--- src/rtl/uart_break_rst.sv ---
// UART break detector: a low line held longer than any legal character
// yields one stretched reset request, then waits for an idle line to re-arm.
module uart_break_rst #(
    parameter int unsigned P_CLK_FREQ   = 50_000_000,
    parameter int unsigned P_UART_BAUD  = 115200,
    parameter int unsigned P_BREAK_BITS = 12,
    parameter int unsigned P_RST_CYCLE  = 16,
    parameter int unsigned P_IDLE_BITS  = 2
) (
    input  logic i_clk,
    input  logic i_rst_n,
    input  logic i_uart_rx,
    input  logic i_enable,
    output logic o_rst,
    output logic o_break_det,
    output logic o_busy
);

    localparam int unsigned B_CYC = P_CLK_FREQ / P_UART_BAUD;
    // Compare against the pre-increment value so the count "reaches" L / H
    // on the same edge that acts on it.
    localparam logic [31:0] L_LAST  = 32'(B_CYC * P_BREAK_BITS - 1);
    localparam logic [31:0] H_LAST  = 32'(B_CYC * P_IDLE_BITS - 1);
    localparam logic [31:0] RST_LEN = 32'(P_RST_CYCLE);

    typedef enum logic [1:0] {
        IDLE,
        LOW_CNT,
        RST_OUT,
        WAIT_IDLE
    } state_t;

    state_t      state_q, state_d;
    logic [31:0] cnt_q, cnt_d;
    logic [31:0] cnt_inc;
    logic [1:0]  sync_q;
    logic        rst_q;
    logic        det_q;
    logic        rx_s;

    assign rx_s    = sync_q[1];
    assign cnt_inc = (cnt_q == '1) ? cnt_q : cnt_q + 32'd1;

    always_comb begin
        state_d = state_q;
        cnt_d   = cnt_q;
        unique case (state_q)
            IDLE: begin
                if (i_enable && !rx_s) begin
                    state_d = LOW_CNT;
                    cnt_d   = 32'd1;
                end else begin
                    cnt_d = '0;
                end
            end
            LOW_CNT: begin
                if (rx_s || !i_enable) begin
                    state_d = IDLE;
                    cnt_d   = '0;
                end else if (cnt_q == L_LAST) begin
                    state_d = RST_OUT;
                    cnt_d   = 32'd1;
                end else begin
                    cnt_d = cnt_inc;
                end
            end
            RST_OUT: begin
                if (cnt_q == RST_LEN) begin
                    state_d = WAIT_IDLE;
                    cnt_d   = '0;
                end else begin
                    cnt_d = cnt_inc;
                end
            end
            WAIT_IDLE: begin
                if (!rx_s) begin
                    cnt_d = '0;
                end else if (cnt_q == H_LAST) begin
                    state_d = IDLE;
                    cnt_d   = '0;
                end else begin
                    cnt_d = cnt_inc;
                end
            end
            default: begin
                state_d = IDLE;
                cnt_d   = '0;
            end
        endcase
    end

    always_ff @(posedge i_clk) begin
        if (!i_rst_n) begin
            state_q <= IDLE;
            cnt_q   <= '0;
            sync_q  <= 2'b11;
            rst_q   <= 1'b0;
            det_q   <= 1'b0;
        end else begin
            state_q <= state_d;
            cnt_q   <= cnt_d;
            sync_q  <= {sync_q[0], i_uart_rx};
            rst_q   <= (state_d == RST_OUT);
            det_q   <= (state_q == LOW_CNT) && (state_d == RST_OUT);
        end
    end

    assign o_rst       = rst_q;
    assign o_break_det = det_q;
    assign o_busy      = (state_q != IDLE);

endmodule

--- config.mk ---
export PLATFORM = sky130hd
export DESIGN_NAME = uart_break_rst
export DESIGN_NICKNAME = d
export VERILOG_FILES = /design/src/rtl/uart_break_rst.sv
export SDC_FILE = /design/constraint.sdc
export NUM_CORES = 1
export LEC_CHECK = 0
export CAP_MARGIN = 5
export CELL_PAD_IN_SITES_DETAIL_PLACEMENT = 1
export CELL_PAD_IN_SITES_GLOBAL_PLACEMENT = 1
export CORE_UTILIZATION = 46
export CTS_CLUSTER_SIZE = 25
export DETAILED_ROUTE_END_ITERATION = 6
export PLACE_DENSITY = 0.89
export SYNTH_ARGS = -nofsm -noshare
export SYNTH_HDL_FRONTEND = slang
export SYNTH_SLANG_ARGS = --single-unit
export TNS_END_PERCENT = 1
--- constraint.sdc ---
create_clock -name i_clk -period 2.74 [get_ports i_clk]
set_clock_uncertainty 0.15 [all_clocks]
set_input_delay 0.274 -clock i_clk [delete_from_list [all_inputs] [get_ports i_clk]]
set_output_delay 0.274 -clock i_clk [all_outputs]
set_load 0.05 [all_outputs]
==> results_dict.tcl <==
set metrics [dict create \
    run_status "completed" \
    ctsHoldBuffers 0 \
    drt.antenna.violating_nets 0 \
    path_class "flop to flop" \
    final_hold_viol_count 0 \
    num_rows 24 \
    critPathRequiredTime_ns 2.81 \
    dpl.hpwl_um 3820 \
    grt_start_max_net_pins 32 \
    cpPeakStageDelay_ns 0.75 \
    wire_length_of_the_first_global_routing_pass_um 9650 \
    syn2layout_area_growth_pct 11.8 \
    dpl_worst_slack_ns 0.235 \
    number_of_cts_inserted_buffers 5 \
    drc_errors 0 \
    clockRootBuffer "sky130_fd_sc_hd__clkbuf_8" \
    cts_buffer_depth 2 \
    final_routed_wire_length_divided_by_cell_count_um 17.9 \
    finalSetupTns_ns 0 \
    cts_num_sinks 38 \
    postcts_setup_bufs 0 \
    synth_enable_flop_cells 0 \
    totalWireLength_um 5610 \
    detailedRoute.firstIterationViolations 170 \
    floorplan.initialDensity_pct 48.1 \
    worstMarginPinSlew_ns 0.541 \
    worst_setup_path_start_kind "flop" \
    worstPathCellList "nand4_2 -> or4_1 -> o211ai_1 -> o21ai_0 -> a21oi_1" \
    drv_slew 0 \
    syn_nets 260 \
    die_w_um 69.7 \
    core_footprint_mm2 0.00438 \
    ys_seq_elements 38 \
    final_nets 267 \
    final.period_utilization_pct 92.6 \
    asyncSetResetFlopFracSynth_pct 0 \
    ys_top_cells_by_area "sky130_fd_sc_hd__dfxtp_1 (36%), sky130_fd_sc_hd__a21oi_1 (5.5%), sky130_fd_sc_hd__or4_1 (5.3%)" \
    syn_avg_cell_area_um2 8.31 \
    ir_worst_vdd_v 0.000433 \
    power_density_mw_per_mm2 487 \
    min_path_type "flop to flop" \
    synth_top_cell_area_share_pct 36.1 \
    floorplan.die_area_mm2 0.00486 \
    post_cts.resized_instances 0 \
    setup.worst_path.end_class "flop" \
    synth_top_flop_cell "sky130_fd_sc_hd__dfxtp_1" \
    antenna_cells 0 \
    static-leakage-power_uw 0.000711 \
    fraction_of_layout_instances_using_a_drive_strength_above_1_pct 11.5 \
    detail_route.vias_per_cell 6.46 \
    grt_antenna_before_repair 0 \
    slowest_stage "sky130_fd_sc_hd__or4_1" \
    postSynthCellCount 254 \
    grt_use_total_pct 24.9 \
    tritoncts "yes" \
    setup_ws_final_ns 0.201 \
    post-route-min-period_ns 2.54 \
    first_pass_iters 4 \
    worstPathArrival_ns 2.61 \
    rsz_0062_raised_after_global_routing "false" \
    setup-violations-final 0 \
    pin_count 7 \
    synthDominantAreaCellType "sky130_fd_sc_hd__dfxtp_1" \
    grt_overflow 0 \
    grt_pass1_vias 1975 \
    maxSlewHeadroom_pct 63.8 \
    yosys_warnings 0 \
    gp_congestion 0.826 \
    synth_area_mm2 0.00211 \
    cts-htree-levels 2 \
    yosysSeqAreaShare_pct 36.1 \
    clock.fmax_mhz 394 \
    port_buffers 6 \
    worstSkewPairLatency_ns 0.29 \
    crit_path_max_fanout 7 \
    ys_types 54 \
    floorplan.die.height_um 69.7 \
    clkTransAtPathRegs_ns 0.08 \
    fin_total_pwr_uw 1150 \
    dr_total_vias 2029 \
    cap_violations 0 \
]
[per-stage QoR]
stage               hold WS, ns  instances  cell area [µm²]  util (%)
finish                    0.310        314             2360      53.8
global route              0.327        314             2360      53.8
CTS                       0.313        313             2340      53.3
detailed placement        0.293        305             2200      50.2
global placement          0.239        305             2200      50.2
floorplan                 0.197        254             2110         -
[registers in the layout (all words and copies together), names as in the netlist]
signal       count
cnt_q           32
o_break_det      1
o_rst            1
state_q          2
sync_q           2
[power by group]
| part | leakage, µW | internal (µW) | switching (µW) |
|---|---|---|---|
| Clock | 0.0000683 | 365 | 216 |
| Sequential | 0.000307 | 554 | 1.54 |
| Combinational | 0.000336 | 7.15 | 5.69 |
| Total | 0.000711 | 926 | 223 |
[cell families (layout without fill, tap and decap cells)]
family                     count (synthesis)  count (layout)  synth area share (%)
DFF                                       38              38                  36.1
and+or+nand+nor                          127             127                  35.6
xor gates and xnor gates                   7               7                  2.91
adders and majority gates                  2               2                  1.19
muxes                                      1               1                 0.475
AOI/OAI and AO/OA                         61              61                  18.7
buffers and inverters                     18              26                  5.04
[worst max-delay path, delay by kind of cell, from the launching register on]
| family | cells | cell delay (ns) |
|---|---|---|
| compound gates | 3 | 0.88 |
| simple gates | 2 | 0.98 |
| flops | 1 | 0.47 |
[final cells by class]
cell class	instances	area [µm²]
inverter	6	22.5
clock buffer	5	68.8
multi-input combinational	198	1240
clock inverter	3	68.8
tap	52	65.1
timing repair buffer	12	130
fill	534	2030
sequential	38	761
[path summary, 6_finish.rpt]
check / cells after the start / slack (ns) / endpoint / from
worst max-delay path: 5 / 0.20 / cnt_q[20] / cnt_q[16]
worst max register to register: 5 / 0.20 / cnt_q[20] / cnt_q[16]
worst min register to register: 1 / 0.31 / sync_q[1] / sync_q[0]
worst min-delay path: 1 / 0.31 / sync_q[1] / sync_q[0]
[cell usage after synthesis (2+ instances only)]
| master | number |
|---|---|
| sky130_fd_sc_hd__dfxtp_1 | 38 |
| sky130_fd_sc_hd__a21oi_1 | 23 |
| sky130_fd_sc_hd__nor2_1 | 21 |
| sky130_fd_sc_hd__nand2_1 | 16 |
| sky130_fd_sc_hd__or4_1 | 15 |
| sky130_fd_sc_hd__nand3_1 | 13 |
| sky130_fd_sc_hd__o31ai_1 | 12 |
| sky130_fd_sc_hd__nand4_1 | 11 |
| sky130_fd_sc_hd__o21ai_0 | 11 |
| sky130_fd_sc_hd__nor4_1 | 9 |
| sky130_fd_sc_hd__or3_1 | 9 |
| sky130_fd_sc_hd__inv_1 | 6 |
| sky130_fd_sc_hd__and3_1 | 5 |
| sky130_fd_sc_hd__buf_2 | 4 |
| sky130_fd_sc_hd__nand2b_1 | 4 |
| sky130_fd_sc_hd__nor3_1 | 4 |
| sky130_fd_sc_hd__xnor2_1 | 4 |
| sky130_fd_sc_hd__and4_1 | 3 |
| sky130_fd_sc_hd__clkbuf_1 | 3 |
| sky130_fd_sc_hd__xor2_1 | 3 |
| sky130_fd_sc_hd__a21boi_0 | 2 |
| sky130_fd_sc_hd__buf_6 | 2 |
| sky130_fd_sc_hd__ha_1 | 2 |
| sky130_fd_sc_hd__nor4b_1 | 2 |
| sky130_fd_sc_hd__o211ai_1 | 2 |
| sky130_fd_sc_hd__or3_2 | 2 |
[layout by cell type (no fill, tap or decap), types with 2 or more instances in the layout]
| cell | n |
|---|---|
| sky130_fd_sc_hd__dfxtp_1 | 38 |
| sky130_fd_sc_hd__a21oi_1 | 23 |
| sky130_fd_sc_hd__nor2_1 | 21 |
| sky130_fd_sc_hd__nand2_1 | 16 |
| sky130_fd_sc_hd__or4_1 | 15 |
| sky130_fd_sc_hd__nand3_1 | 13 |
| sky130_fd_sc_hd__o31ai_1 | 12 |
| sky130_fd_sc_hd__nand4_1 | 11 |
| sky130_fd_sc_hd__o21ai_0 | 11 |
| sky130_fd_sc_hd__nor4_1 | 9 |
| sky130_fd_sc_hd__or3_1 | 9 |
| sky130_fd_sc_hd__inv_1 | 6 |
| sky130_fd_sc_hd__clkdlybuf4s50_1 | 6 |
| sky130_fd_sc_hd__and3_1 | 5 |
| sky130_fd_sc_hd__clkbuf_8 | 5 |
| sky130_fd_sc_hd__nand2b_1 | 4 |
| sky130_fd_sc_hd__xnor2_1 | 4 |
| sky130_fd_sc_hd__nor3_1 | 4 |
| sky130_fd_sc_hd__buf_4 | 4 |
| sky130_fd_sc_hd__and4_1 | 3 |
| sky130_fd_sc_hd__xor2_1 | 3 |
| sky130_fd_sc_hd__nor4b_1 | 2 |
| sky130_fd_sc_hd__o211ai_1 | 2 |
| sky130_fd_sc_hd__or3_2 | 2 |
| sky130_fd_sc_hd__a21boi_0 | 2 |
| sky130_fd_sc_hd__ha_1 | 2 |
| sky130_fd_sc_hd__bufinv_16 | 2 |
| sky130_fd_sc_hd__buf_12 | 2 |
[metal layers]
metal  share of wire (%)  wire [µm]  up-vias  GRT usage, %
li1                    -          -      979             -
met1                  48       2680     1009          32.7
met2                  48       2690       34          40.0
met3                 3.1        173        7          6.83
met4                 1.3         73        0          7.33
met5                   0          0        -             0
(Power assumes the default switching activity.)
==> patch 1, RTL diff (same settings) <==
Register the output `o_break_det` once more, cleared by the reset; this adds one clock of latency there. The other outputs are not delayed to match.
--- a/src/rtl/uart_break_rst.sv
+++ b/src/rtl/uart_break_rst.sv
@@ -108,3 +108,9 @@
     assign o_rst       = rst_q;
-    assign o_break_det = det_q;
+    always_ff @(posedge i_clk) begin
+        if (!i_rst_n) begin
+            o_break_det <= '0;
+        end else begin
+            o_break_det <= det_q;
+        end
+    end
     assign o_busy      = (state_q != IDLE);
Formal check against the unedited RTL: same outputs for any inputs over 10 cycles, from zero or initial values and one cycle with i_rst_n low; that may be too few to reach the edited logic, so the function may still have changed.
==> patch 1 against the unedited design <==
- utilization shrank 1.8 points
- critical endpoint is now cnt_q[29]$_SDFF_PN0_
- sequential cell count up 1
- routed wire length down 1.2%
- largest cell class unchanged
- cell area shrank 2.7%
- total power fell by 17%
- area after synthesis is 0.89% higher
- critical path type unchanged
- setup slack got worse by 0.021 ns
- largest power group is now sequential cells
- non-clock buffer count fell by 1
==> patch 1: results (changes against the unedited design) <==
<table>
<tr><th>Metric</th><th>Value</th></tr>
<tr><th colspan="2">GRT</th></tr>
<tr><td>Wire length of the first global-routing pass</td><td>9.25 mm (-4.1%)</td></tr>
<tr><td>Met3 demand-to-capacity share in global routing</td><td>0.0534 (-0.0149)</td></tr>
<tr><td>Via count of the first global-routing pass</td><td>1,972 (-0.15%)</td></tr>
<tr><td>Global routing usage on met1</td><td>0.286 (-0.0416)</td></tr>
<tr><td>Total global-route track usage</td><td>0.238 (-0.0110)</td></tr>
<tr><th colspan="2">Finish</th></tr>
<tr><td>Area of all sequential standard cells</td><td>781 µm² (+2.6%)</td></tr>
<tr><td>Fraction of final layout cells with drive strength greater than 1</td><td>0.0769 (-0.0376)</td></tr>
<tr><td>Clock Buffer Count</td><td>6 (+1)</td></tr>
<tr><td>Number of non-clock inverters in the layout</td><td>8 (+2)</td></tr>
<tr><td>Multi-input combinational cell count</td><td>196 (-1.0%)</td></tr>
<tr><td>Clock distribution area overhead in the final layout</td><td>0.0316 (-0.0267)</td></tr>
<tr><th colspan="2">Run status</th></tr>
<tr><td>Status</td><td>complete, no violations</td></tr>
<tr><th colspan="2">Yosys</th></tr>
<tr><td>Netlist cell types</td><td>47 (-13%)</td></tr>
<tr><td>Sequential-to-total area share from yosys stat</td><td>0.367 (+0.00623)</td></tr>
<tr><th colspan="2">Route</th></tr>
<tr><td>M1 wire length</td><td>2.47 mm (-7.8%)</td></tr>
<tr><td>Detailed-routed wire length on met2</td><td>2.78 mm (+3.3%)</td></tr>
<tr><td>Drt wl/cell</td><td>17.8 µm (-0.61%)</td></tr>
<tr><td>Vias per Instance</td><td>6.50 (+0.54%)</td></tr>
<tr><th colspan="2">Placed design</th></tr>
<tr><td>Weighted congestion at the end of routability-driven global placement</td><td>0.828 (+0.25%)</td></tr>
<tr><td>Half-perimeter wire length of the detailed placement result</td><td>4.06 mm (+6.3%)</td></tr>
<tr><th colspan="2">Critical path</th></tr>
<tr><td>Beginning of the worst register-to-register path</td><td>cnt_q[0]$_SDFF_PN0_</td></tr>
<tr><td>Signal arrival time at the worst endpoint</td><td>2.58 ns (-0.03 ns)</td></tr>
<tr><th colspan="2">Timing</th></tr>
<tr><td>Transition time at the pin with the least slew margin</td><td>0.600 ns (+0.0593 ns)</td></tr>
<tr><th colspan="2">Power and ir drop</th></tr>
<tr><td>Sw Ratio</td><td>0.215 (+0.0205)</td></tr>
<tr><td>Leakage dissipation</td><td>0.659 nW (-7.3%)</td></tr>
</table>
[patch 1: cell count changes after synthesis, moves of 3 or more]
cell	change
or3_1	+8
nor3_1	+4
and4_1	+4
xnor2_1	-3
nor4_1	-4
o21ai_0	+5
buf_4	+4
or4_1	-5
nor2_1	-11
a21oi_1	+3
o31ai_1	-3
[patch 1: metrics by stage]
stage	std cells	hold WS [ns]	total power, W
floorplan	254	0.197	0.000588
global placement	306	0.244	0.000595
detailed placement	306	0.252	0.000596
CTS	312	0.273	0.000959
global route	312	0.289	0.000976
finish	312	0.267	0.000948
[patch 1: kinds of logic after synthesis]
| kind of cell | count (synthesis) | synth area share |
|---|---|---|
| flops | 39 | 0.367 |
| mux | 1 | 0.00470 |
| compound gates | 69 | 0.212 |
| simple gates | 118 | 0.333 |
| fa+ha+maj | 2 | 0.0118 |
| buf+inv | 19 | 0.0464 |
| xor+xnor | 6 | 0.0247 |
==> patch 2, RTL diff (same settings) <==
Without the edit above. `P_BREAK_BITS`: 12 -> 6.
--- a/src/rtl/uart_break_rst.sv
+++ b/src/rtl/uart_break_rst.sv
@@ -5,3 +5,3 @@
     parameter int unsigned P_UART_BAUD  = 115200,
-    parameter int unsigned P_BREAK_BITS = 12,
+    parameter int unsigned P_BREAK_BITS = 6,
     parameter int unsigned P_RST_CYCLE  = 16,
Check against the original RTL: same outputs for any inputs over 10 cycles, from zero or initial values and one cycle with i_rst_n low; that may be too few to reach the edited logic, so the function may still have changed.
==> patch 2 against the unedited design <==
- routed wire length rose by 5.0%
- cell area shrank 0.53%
- via count grew 0.84%
- setup slack got worse by 0.0084 ns
- total power is 15% lower
- area after synthesis grew 2.0%
- sequential cell count did not move
==> patch 2: results (changes against the unedited design) <==
<table>
<tr><th>Metric</th><th>Value</th></tr>
<tr><th colspan="2">Yosys</th></tr>
<tr><td>Portion of synthesized cell area occupied by the leading cell type</td><td>0.353 (-0.00713)</td></tr>
<tr><td>Sequential-to-total area share from yosys stat</td><td>0.353 (-0.00713)</td></tr>
<tr><td>Netlist cell types</td><td>48 (-11%)</td></tr>
<tr><td>Leading post-synthesis cells by instance count</td><td>dfxtp_1 (38), a21oi_1 (20), o21ai_0 (19)</td></tr>
<tr><td>Cells taking the most area after synthesis</td><td>dfxtp_1 (35%), a21oi_1 (4.7%), a22oi_1 (4.5%)</td></tr>
<tr><th colspan="2">Placed design</th></tr>
<tr><td>Minimum setup slack after placement</td><td>0.196 ns (-0.0389 ns)</td></tr>
<tr><td>Placed cell areas</td><td>2250 µm² (+2.4%)</td></tr>
<tr><td>Half-perimeter wire length of the detailed placement result</td><td>4.07 mm (+6.6%)</td></tr>
<tr><td>Weighted congestion at the end of routability-driven global placement</td><td>0.849 (+2.8%)</td></tr>
<tr><th colspan="2">GRT</th></tr>
<tr><td>Total global-route track usage</td><td>0.261 (+0.0117)</td></tr>
<tr><td>Via count of the first global-routing pass</td><td>2,059 (+4.3%)</td></tr>
<tr><td>Wire length of the first global-routing pass</td><td>10.1 mm (+4.9%)</td></tr>
<tr><td>GR met2 Demand/Resource</td><td>0.434 (+0.0336)</td></tr>
<tr><td>Met3 demand-to-capacity share in global routing</td><td>0.0433 (-0.0250)</td></tr>
<tr><th colspan="2">Power and ir drop</th></tr>
<tr><td>VDD IR-drop max</td><td>194 µV (-55%)</td></tr>
<tr><td>Leakage dissipation</td><td>0.705 nW (-0.73%)</td></tr>
<tr><th colspan="2">Finish</th></tr>
<tr><td>Net count reported at finish</td><td>269 (+0.75%)</td></tr>
<tr><td>Fraction of final layout cells with drive strength greater than 1</td><td>0.110 (-0.00466)</td></tr>
<tr><td>Fill cell total of the finished layout</td><td>553 (+3.6%)</td></tr>
<tr><th colspan="2">Clock tree</th></tr>
<tr><td>Cell at the root of the clock tree</td><td>clkbuf_8</td></tr>
<tr><th colspan="2">Timing</th></tr>
<tr><td>Transition time at the pin with the least slew margin</td><td>0.520 ns (-0.0206 ns)</td></tr>
<tr><td>Tmin final</td><td>2.55 ns (+0.00840 ns)</td></tr>
<tr><th colspan="2">Critical path</th></tr>
<tr><td>Signal arrival time at the worst endpoint</td><td>2.55 ns (-0.06 ns)</td></tr>
<tr><td>CP Max Fanout</td><td>31 (+24)</td></tr>
<tr><td>Slowest cell on crit path</td><td>or4_4</td></tr>
<tr><td>CP peak stage delay</td><td>0.55 ns (-0.20 ns)</td></tr>
<tr><td>Beginning of the critical path</td><td>cnt_q[10]$_SDFF_PN0_</td></tr>
<tr><th colspan="2">Run status</th></tr>
<tr><td>Status</td><td>complete, no violations</td></tr>
<tr><th colspan="2">Route</th></tr>
<tr><td>Vias per Instance</td><td>6.47 (+0.20%)</td></tr>
<tr><td>Final wirelength</td><td>5.89 mm (+5.0%)</td></tr>
<tr><td>Detailed router's first-iteration violation count</td><td>120 (-29%)</td></tr>
</table>
-- patch 2: cell types whose count changed after synthesis, sizes merged, moves of 3 or more --
cell / before / now
nor2: 21 / 7
a22oi: 1 / 13
nand3: 13 / 17
nand2: 17 / 13
or4: 16 / 4
o31ai: 12 / 0
xnor2: 4 / 8
or3: 11 / 14
a31oi: 0 / 4
xor2: 3 / 6
a21oi: 24 / 21
o21ai: 11 / 19
-- patch 2: per-layer routing --
layer,vias up,routed length (µm)
met1,1028,2660
met2,24,3000
met3,7,143
li1,987,-
met4,0,89
met5,-,0
-- patch 2: final cells by class --
cell class | count | share of cell area
Sequential cell | 38 | 0.324
Clock buffer | 7 | 0.0368
Tap cell | 52 | 0.0277
Multi-Input combinational cell | 197 | 0.545
Timing Repair Buffer | 15 | 0.0544
Inverter | 6 | 0.00960
Clock inverter | 1 | 0.00213
-- patch 2: where the power goes --
| group | internal, W | switching, W |
|---|---|---|
| combinational | 0.00000696 | 0.00000709 |
| clock | 0.000203 | 0.000203 |
| sequential | 0.000554 | 0.00000136 |
-- patch 2: logic make-up (layout without fill, tap and decap cells) --
logic type	Yosys count	after routing	share of synthesized area
AO/OA/AOI/OAI	70	70	0.203
XOR/XNOR	14	14	0.0570
adder cells (fa/ha/maj)	2	2	0.0116
buffers and inverters	19	29	0.0523
flip-flops	38	38	0.353
multiplexers	2	2	0.00930
AND/OR/NAND/NOR	109	109	0.313
-- patch 2: metrics by stage --
step / utilization / std cells / power [W]
final: 0.531 / 316 / 0.000975
after global routing: 0.531 / 316 / 0.00101
after CTS: 0.531 / 316 / 0.000987
after detailed placement: 0.511 / 308 / 0.000582
after global placement: 0.511 / 308 / 0.000581
after floorplan: - / 254 / 0.000573
